`config.mk`:
```
export PLATFORM = sky130hd
export DESIGN_NAME = lsu_bus_master
export DESIGN_NICKNAME = d
export VERILOG_FILES = /design/src/rtl/lsu_bus_master.sv
export SDC_FILE = /design/constraint.sdc
export NUM_CORES = 1
export LEC_CHECK = 0
export BUFFER_PORTS_ARGS = -buffer_cell sky130_fd_sc_hd__buf_2
export CAP_MARGIN = 20
export CORE_ASPECT_RATIO = 0.75
export CORE_UTILIZATION = 30
export DETAILED_ROUTE_END_ITERATION = 8
export PLACE_DENSITY_LB_ADDON = 0.3
export SLEW_MARGIN = 20
export SYNTH_ARGS = -nofsm -noshare
export SYNTH_HDL_FRONTEND = slang
export SYNTH_SLANG_ARGS = --single-unit
```
`constraint.sdc`:
```
create_clock -name clk_i -period 3.12 [get_ports clk_i]
set_input_delay 0.936 -clock clk_i [delete_from_list [all_inputs] [get_ports clk_i]]
set_output_delay 0.936 -clock clk_i [all_outputs]
set_load 0.03 [all_outputs]
```
`src/rtl/lsu_bus_master.sv`:
```
// Load/store unit Wishbone pipelined bus master: one request in, one bus transfer, one response out.
// Optional build macro LSU_MISALIGN_CHECK_EN rejects misaligned half/word accesses without a bus cycle.
module lsu_bus_master #(
  parameter int unsigned ACK_TIMEOUT = 255,
  parameter int unsigned TIMEOUT_W   = 8
) (
  input  logic        clk_i,
  input  logic        rst_i,
  input  logic        req_valid_i,
  output logic        req_ready_o,
  input  logic        req_we_i,
  input  logic [31:0] req_addr_i,
  input  logic [31:0] req_wdata_i,
  input  logic [1:0]  req_size_i,
  input  logic        req_unsigned_i,
  input  logic [4:0]  req_rd_i,
  output logic        rsp_valid_o,
  output logic [31:0] rsp_data_o,
  output logic [4:0]  rsp_rd_o,
  output logic        rsp_err_o,
  output logic [31:0] wb_adr_o,
  input  logic [31:0] wb_dat_i,
  output logic [31:0] wb_dat_o,
  output logic        wb_we_o,
  output logic [3:0]  wb_sel_o,
  output logic        wb_stb_o,
  input  logic        wb_ack_i,
  output logic        wb_cyc_o,
  input  logic        wb_stall_i
);

  typedef enum logic [1:0] {IDLE, REQUEST, WAIT_ACK, RESPOND} state_t;

  localparam int unsigned TMO_LAST = (ACK_TIMEOUT == 0) ? 0 : ACK_TIMEOUT - 1;

  state_t               state, state_nxt;
  logic [TIMEOUT_W-1:0] tmo_cnt, tmo_cnt_nxt;
  logic                 lat_we, lat_unsigned;
  logic [1:0]           lat_size, lat_off;
  logic [4:0]           lat_rd;
  logic                 accept, timeout;
  logic [3:0]           sel_c;
  logic [31:0]          wdat_c, load_c, shift_b, shift_h;

  logic        ready_d, rsp_valid_d, rsp_err_d, cyc_d, stb_d, we_d;
  logic [31:0] rsp_data_d, adr_d, dat_d;
  logic [4:0]  rsp_rd_d;
  logic [3:0]  sel_d;

  assign accept  = req_valid_i & req_ready_o;
  assign timeout = (ACK_TIMEOUT != 0) && (tmo_cnt == TIMEOUT_W'(TMO_LAST));

`ifdef LSU_MISALIGN_CHECK_EN
  logic misalign;
  assign misalign = ((req_size_i == 2'd1) && req_addr_i[0]) ||
                    (req_size_i[1] && (req_addr_i[1:0] != 2'b00));
`endif

  // Byte-lane select and store data replication from the incoming request
  always_comb begin
    sel_c  = 4'b1111;
    wdat_c = req_wdata_i;
    case (req_size_i)
      2'd0: begin
        sel_c  = 4'b0001 << req_addr_i[1:0];
        wdat_c = {4{req_wdata_i[7:0]}};
      end
      2'd1: begin
        sel_c  = 4'b0011 << {req_addr_i[1], 1'b0};
        wdat_c = {2{req_wdata_i[15:0]}};
      end
      default: ;
    endcase
  end

  // Read data extraction and sign/zero extension for the latched request
  always_comb begin
    shift_b = wb_dat_i >> {lat_off, 3'b000};
    shift_h = wb_dat_i >> {lat_off[1], 4'b0000};
    load_c  = wb_dat_i;
    case (lat_size)
      2'd0: load_c = lat_unsigned ? {24'h0, shift_b[7:0]} : {{24{shift_b[7]}}, shift_b[7:0]};
      2'd1: load_c = lat_unsigned ? {16'h0, shift_h[15:0]} : {{16{shift_h[15]}}, shift_h[15:0]};
      default: ;
    endcase
  end

  always_ff @(posedge clk_i) begin
    if (!rst_i) state <= IDLE;
    else        state <= state_nxt;
  end

  always_comb begin
    state_nxt = state;
    case (state)
      IDLE: begin
        if (accept) begin
`ifdef LSU_MISALIGN_CHECK_EN
          state_nxt = misalign ? RESPOND : REQUEST;
`else
          state_nxt = REQUEST;
`endif
        end
      end
      REQUEST:  if (!wb_stall_i) state_nxt = WAIT_ACK;
      WAIT_ACK: if (wb_ack_i || timeout) state_nxt = RESPOND;
      RESPOND:  state_nxt = IDLE;
      default:  state_nxt = IDLE;
    endcase
  end

  // Next values of the registered outputs and the ack timeout counter
  always_comb begin
    ready_d     = (state_nxt == IDLE);
    cyc_d       = (state_nxt == REQUEST) || (state_nxt == WAIT_ACK);
    stb_d       = (state_nxt == REQUEST);
    rsp_valid_d = (state_nxt == RESPOND);
    rsp_data_d  = 32'h0;
    rsp_err_d   = 1'b0;
    rsp_rd_d    = 5'h0;
    adr_d       = wb_adr_o;
    dat_d       = wb_dat_o;
    we_d        = wb_we_o;
    sel_d       = wb_sel_o;
    tmo_cnt_nxt = tmo_cnt;
    if (state == IDLE && accept) begin
      adr_d = {req_addr_i[31:2], 2'b00};
      dat_d = wdat_c;
      we_d  = req_we_i;
      sel_d = sel_c;
    end
    if (state == REQUEST && !wb_stall_i) tmo_cnt_nxt = '0;
    if (state == WAIT_ACK) begin
      tmo_cnt_nxt = tmo_cnt + TIMEOUT_W'(1);
      if (wb_ack_i)     rsp_data_d = lat_we ? 32'h0 : load_c;
      else if (timeout) rsp_err_d  = 1'b1;
    end
    if (state_nxt == RESPOND) begin
      rsp_rd_d = (state == IDLE) ? req_rd_i : lat_rd;
      if (state == IDLE) rsp_err_d = 1'b1;
    end
  end

  always_ff @(posedge clk_i) begin
    if (!rst_i) begin
      req_ready_o <= 1'b1;
      rsp_valid_o <= 1'b0;
      rsp_data_o  <= 32'h0;
      rsp_rd_o    <= 5'h0;
      rsp_err_o   <= 1'b0;
      wb_adr_o    <= 32'h0;
      wb_dat_o    <= 32'h0;
      wb_we_o     <= 1'b0;
      wb_sel_o    <= 4'h0;
      wb_stb_o    <= 1'b0;
      wb_cyc_o    <= 1'b0;
      tmo_cnt     <= '0;
    end else begin
      req_ready_o <= ready_d;
      rsp_valid_o <= rsp_valid_d;
      rsp_data_o  <= rsp_data_d;
      rsp_rd_o    <= rsp_rd_d;
      rsp_err_o   <= rsp_err_d;
      wb_adr_o    <= adr_d;
      wb_dat_o    <= dat_d;
      wb_we_o     <= we_d;
      wb_sel_o    <= sel_d;
      wb_stb_o    <= stb_d;
      wb_cyc_o    <= cyc_d;
      tmo_cnt     <= tmo_cnt_nxt;
    end
  end

  // Request attributes needed after the bus phase
  always_ff @(posedge clk_i) begin
    if (!rst_i) begin
      lat_we       <= 1'b0;
      lat_unsigned <= 1'b0;
      lat_size     <= 2'd0;
      lat_off      <= 2'd0;
      lat_rd       <= 5'h0;
    end else if (accept) begin
      lat_we       <= req_we_i;
      lat_unsigned <= req_unsigned_i;
      lat_size     <= req_size_i;
      lat_off      <= req_addr_i[1:0];
      lat_rd       <= req_rd_i;
    end
  end

endmodule

```
==> results.ini, run 1 <==
[sta]
worst_slack_ps=1050
clock_skew_ps=6.48
rsz0062_at_grt=no
period_needed_ps=2070
worst_pin_slew_ps=650
finalSetupViolations=0
max_slew_margin_pct=56.5
hold-worst-slack_ps=458
fin_tns_setup_ps=0
min_period_over_period_pct=66.4
hold_viol_final=0
slew_viol_final=0
clock.fmax_mhz=483

[floorplan]
start_util_pct=31.0
die_area_um2=18900
pin_count=221
coreArea_um2=17800
die_height_um=119
rows=42
die-width_um=159

[final_layout]
fin_cells=1096
final_cell_mix=218 x buf_2, 167 x nand2_1, 130 x dfxtp_1, 51 x a21boi_0, 41 x a21oi_1
syn_to_final_growth_pct=32.6
fin_util_pct=41.1
drive_above_1_share_pct=32.7
final_nets=955
stdcell_area_um2=7310
layout_commonest_cell=buf_2
antenna_cells=0

[clocking]
clockBufferDepth=2
root_buffer=clkbuf_16
cts_resized=0
hold_buffers=0
cts_sinks=130
numCtsBuffers=17
path_clk_slew_ps=60
cts_setup_buffers=0
cts_tree=built
htree_levels=4
clk_latency_ps=410

[pwr]
p_switching_mw=1.43
seq_power_share_pct=40.1
total_power_mw=4.65
power_frac_comb_pct=19.4
leakage_nw=3.47
intPower_mw=3.21
swShare_pct=30.8
cellPowerDensity_nw_per_um2=635
peakVddDrop_mv=0.313
power_frac_clock_pct=40.5

[synthesis]
ys_warn_count=0
synth_cells=648
ys_seq_area_share_pct=47.2
synth_area_um2=5510
ys.flop_type=dfxtp_1
yosysUniqueCellTypes=51
postSynthAreaPerCell_um2=8.51
synth_edf_count=0
ys_ff_latch=130
async_flop_share_pct=0

[route]
routed_wirelength_um=16000
drt_pass1_iterations=5
drc=0
ant_nets=0
drt-initial-drc-count=332
wl_per_cell_um=14.6
vias=5112
viasPerCell=4.66

[run]
max-cap-violations=0

[place]
dpl_cell_area_um2=6750
dp.cells=1064
hpwl_um=11100
io_buffers=218
pre_cts_ws_ps=807
gp_congestion=0.816

[setup_path]
start_kind=register
path_class=reg -> reg
crit_path_start=state[0]$_SDFF_PN0_
reg2reg_from=state[0]$_SDFF_PN0_
crit_required_ps=3410
cp-end-kind=register
cp.arrival_ps=2370
critical_path.max_fanout=15

[grt]
antenna_found_initial=0
grt_pass1_vias=4737
grt_max_degree=94
grt.overflow.total=0
grt_usage_pct=17.4
grt_pass1_wl_um=25400

[worst_hold_path]
hold_path_class=reg -> reg
hp-start=lat_rd[0]$_SDFFE_PN0P_

[outcome]
status=finished clean

==> cell families after synthesis <==
kind of cell               count (synthesis)  share of synthesized area [%]
AOI/OAI and AO/OA                        181                           22.7
xor gates and xnor gates                   1                          0.159
adders and majority gates                  4                          0.908
buffers and inverters                     66                           5.38
DFF                                      130                           47.2
muxes                                     19                           3.90
other                                      1                         0.0680
and+or+nand+nor                          246                           19.7
==> synth_stat cells, types with 4 or more instances <==
library cell	number	area, µm²
nand2_1	167	627
dfxtp_1	130	2600
a21boi_0	51	383
a21oi_1	41	205
o21ai_0	35	175
clkbuf_1	29	109
nor2_1	22	82.6
nand3_1	19	95.1
mux2i_1	17	170
o211a_1	16	160
buf_2	15	75.1
inv_1	13	48.8
a31oi_1	10	62.6
o221a_2	8	90.1
nor3_1	7	35.0
buf_4	6	45.0
nand2b_1	5	31.3
a221oi_1	4	35.0
and3_1	4	25.0
ha_1	4	50.1
nor2b_1	4	25.0
==> path summary, 6_finish.rpt <==
check | cells after the start | end | slack, ps
max | 7 | rsp_rd_o[3]$_SDFF_PN0_ | 1050
min | 2 | lat_rd[0]$_SDFFE_PN0P_ | 460
max reg2reg | 7 | rsp_rd_o[3]$_SDFF_PN0_ | 1050
min reg2reg | 2 | lat_rd[0]$_SDFFE_PN0P_ | 460
==> cell type report <==
cell class | count | area (µm²)
tap | 242 | 303
inverter | 13 | 48.8
clock inverter | 12 | 108
multi-input combinational | 453 | 2620
sequential | 130 | 2600
timing repair buffer | 226 | 1180
fill | 1863 | 10500
clock buffer | 20 | 457
==> per-layer routing <==
metal / global-route usage [%] / wire, µm / up-vias
li1: - / - / 2609
met1: 24.2 / 7730 / 2369
met2: 25.8 / 7220 / 123
met3: 5.31 / 894 / 11
met4: 4.99 / 158 / 0
met5: 0 / 0 / -
==> sequential cells by signal, indices dropped and copies added, names as in the netlist <==
signal        flops
lat_off           2
lat_rd            5
wb_we_o           1
wb_stb_o          1
rsp_data_o       32
wb_sel_o          4
rsp_err_o         1
tmo_cnt           8
lat_unsigned      1
rsp_valid_o       1
req_ready_o       1
state             2
lat_we            1
wb_adr_o         30
lat_size          2
rsp_rd_o          5
wb_dat_o         32
wb_cyc_o          1
==> power groups by stage <==
| stage | clock [mW] | combinational, mW | sequential [mW] |
|---|---|---|---|
| floorplan | 0 | 0.405 | 2.10 |
| global placement | 0 | 0.903 | 1.90 |
| detailed placement | 0 | 0.909 | 1.90 |
| CTS | 1.94 | 0.911 | 1.86 |
| global route | 2.01 | 0.988 | 1.88 |
| finish | 1.88 | 0.899 | 1.86 |
==> critical path, stage by stage (launching register included) <==
cell	delay, ps
dfxtp_1	680
and4b_1	310
and4_1	230
a21oi_2	220
inv_1	80
ha_1	200
nand2_1	160
a21oi_1	70
(Power assumes the default switching activity.)
==> inputs of run 2 (changes only) <==
==> constraint.sdc (replaced) <==
create_clock -name clk_i -period 2.2 [get_ports clk_i]
set_input_delay 0.66 -clock clk_i [delete_from_list [all_inputs] [get_ports clk_i]]
set_output_delay 0.66 -clock clk_i [all_outputs]
set_load 0.03 [all_outputs]
==> results.ini, run 2 (synthesis gave the netlist of run 1 again) <==
[setup_path]
crit_required_ps=2490
crit_path_max_incr_delay_ps=700
crit_family=simple AND/OR/NAND/NOR gates
crit_path_cell_trace=nor2b_4 -> nand3_1 -> or2_1 -> buf_4 -> a21oi_1
start_kind=register
critPathBufInv=1
critical_path.max_fanout=22
cp.arrival_ps=2220
cp_slowest_cell=or2_1
path_class=reg -> reg
cp-end-kind=register

[floorplan]
pin_count=221
die_area_um2=18900
die_height_um=119
rows=42
start_util_pct=31.0
coreArea_um2=17800
die-width_um=159

[clocking]
clockBufferDepth=2
cts_resized=0
cts_tree=built
hold_buffers=0
clk_latency_ps=430
cts_setup_buffers=0
path_clk_slew_ps=60
htree_levels=4
cts_sinks=130
numCtsBuffers=17
root_buffer=clkbuf_16

[pwr]
power_frac_clock_pct=44.3
leakage_nw=3.60
p_switching_mw=2.16
total_power_mw=7.20
cellPowerDensity_nw_per_um2=953
swShare_pct=30.1
seq_power_share_pct=36.5
peakVddDrop_mv=0.362
intPower_mw=5.03
power_frac_comb_pct=19.1

[worst_hold_path]
hold_path_class=reg -> reg

[final_layout]
stdcell_area_um2=7550
multi_input_area_um2=2620
final_nets=970
final_cell_mix=218 x buf_2, 167 x nand2_1, 130 x dfxtp_1, 51 x a21boi_0, 41 x a21oi_1
layout_commonest_cell=buf_2
top_regs=rsp_data_o x32, wb_dat_o x32, wb_adr_o x30
antenna_cells=0
syn_to_final_growth_pct=37.0
fillers=1826
drive_above_1_share_pct=33.8
register_area_um2=2600

[route]
drc=0
wl_per_cell_um=14.8
drt_pass1_iterations=5
ant_nets=0
vias=5197
routed_wirelength_um=16500
drt-initial-drc-count=348
viasPerCell=4.68

[outcome]
status=finished clean

[place]
gp_congestion=0.829
dpl_cell_area_um2=6900
hpwl_um=11500
io_buffers=218

[sta]
slew_viol_final=0
rsz0062_at_grt=no
period_needed_ps=1930
clock_skew_ps=13.8
worst_pin_slew_ps=882
clock.fmax_mhz=518
min_period_over_period_pct=87.7
fin_tns_setup_ps=0
hold_viol_final=0
finalSetupViolations=0
max_slew_margin_pct=41.2

[grt]
grt_max_degree=94
grt_pass1_wl_um=25900
grt.overflow.total=0
grt_pass1_vias=4844
grt_usage_pct=17.9
antenna_found_initial=0

[run]
max-cap-violations=0

-- run 2: path summary, 6_finish.rpt --
path                                 start  slack [ps]                   endpoint  cells past startpoint
setup / recovery       state[0]$_SDFF_PN0_         270  rsp_data_o[18]$_SDFF_PP0_                      5
hold / removal    wb_adr_o[7]$_SDFFE_PN0P_         460   wb_adr_o[7]$_SDFFE_PN0P_                      2
setup reg to reg       state[0]$_SDFF_PN0_         270  rsp_data_o[18]$_SDFF_PP0_                      5
hold reg to reg   wb_adr_o[7]$_SDFFE_PN0P_         460   wb_adr_o[7]$_SDFFE_PN0P_                      2
-- run 2: per-layer routing --
layer | share of wire, % | global-route usage (%)
met5 | 0 | 0
met2 | 45 | 26.5
met1 | 48 | 24.4
met4 | 1.3 | 6.49
met3 | 5.9 | 5.31
-- run 2: final cells by class --
cell class              count  share of cell area [%]
repair buffers            241                    17.6
clock buffers              18                    5.68
well taps                 242                    4.01
multi-input cells         453                    34.7
flip-flops and latches    130                    34.4
inverters                  13                   0.646
clock inverters            14                    3.00
-- run 2: power groups by stage --
stage	Sequential, mW	Clock [mW]	Combinational [mW]
final	2.63	3.19	1.38
after detailed placement	2.68	0	1.37
after global routing	2.65	3.35	1.50
after floorplan	2.98	0	0.574
after CTS	2.63	3.25	1.38
after global placement	2.68	0	1.37
-- run 2: tightest hold or removal path, delay by kind of cell, from the launching register on --
| kind | cells | cell delay, ps |
|---|---|---|
| compound gates | 1 | 60 |
| simple gates | 1 | 40 |
| flops | 1 | 300 |
-- run 2: per-stage QoR --
step	hold WS (ps)	cells	setup WS (ps)	util [%]
3_3_place_gp	448	1079	143	38.7
4_1_cts	461	1111	225	42.4
5_1_grt	470	1111	147	42.4
3_5_place_dp	453	1079	112	38.7
2_1_floorplan	440	649	457	-
6_report	457	1111	270	42.4
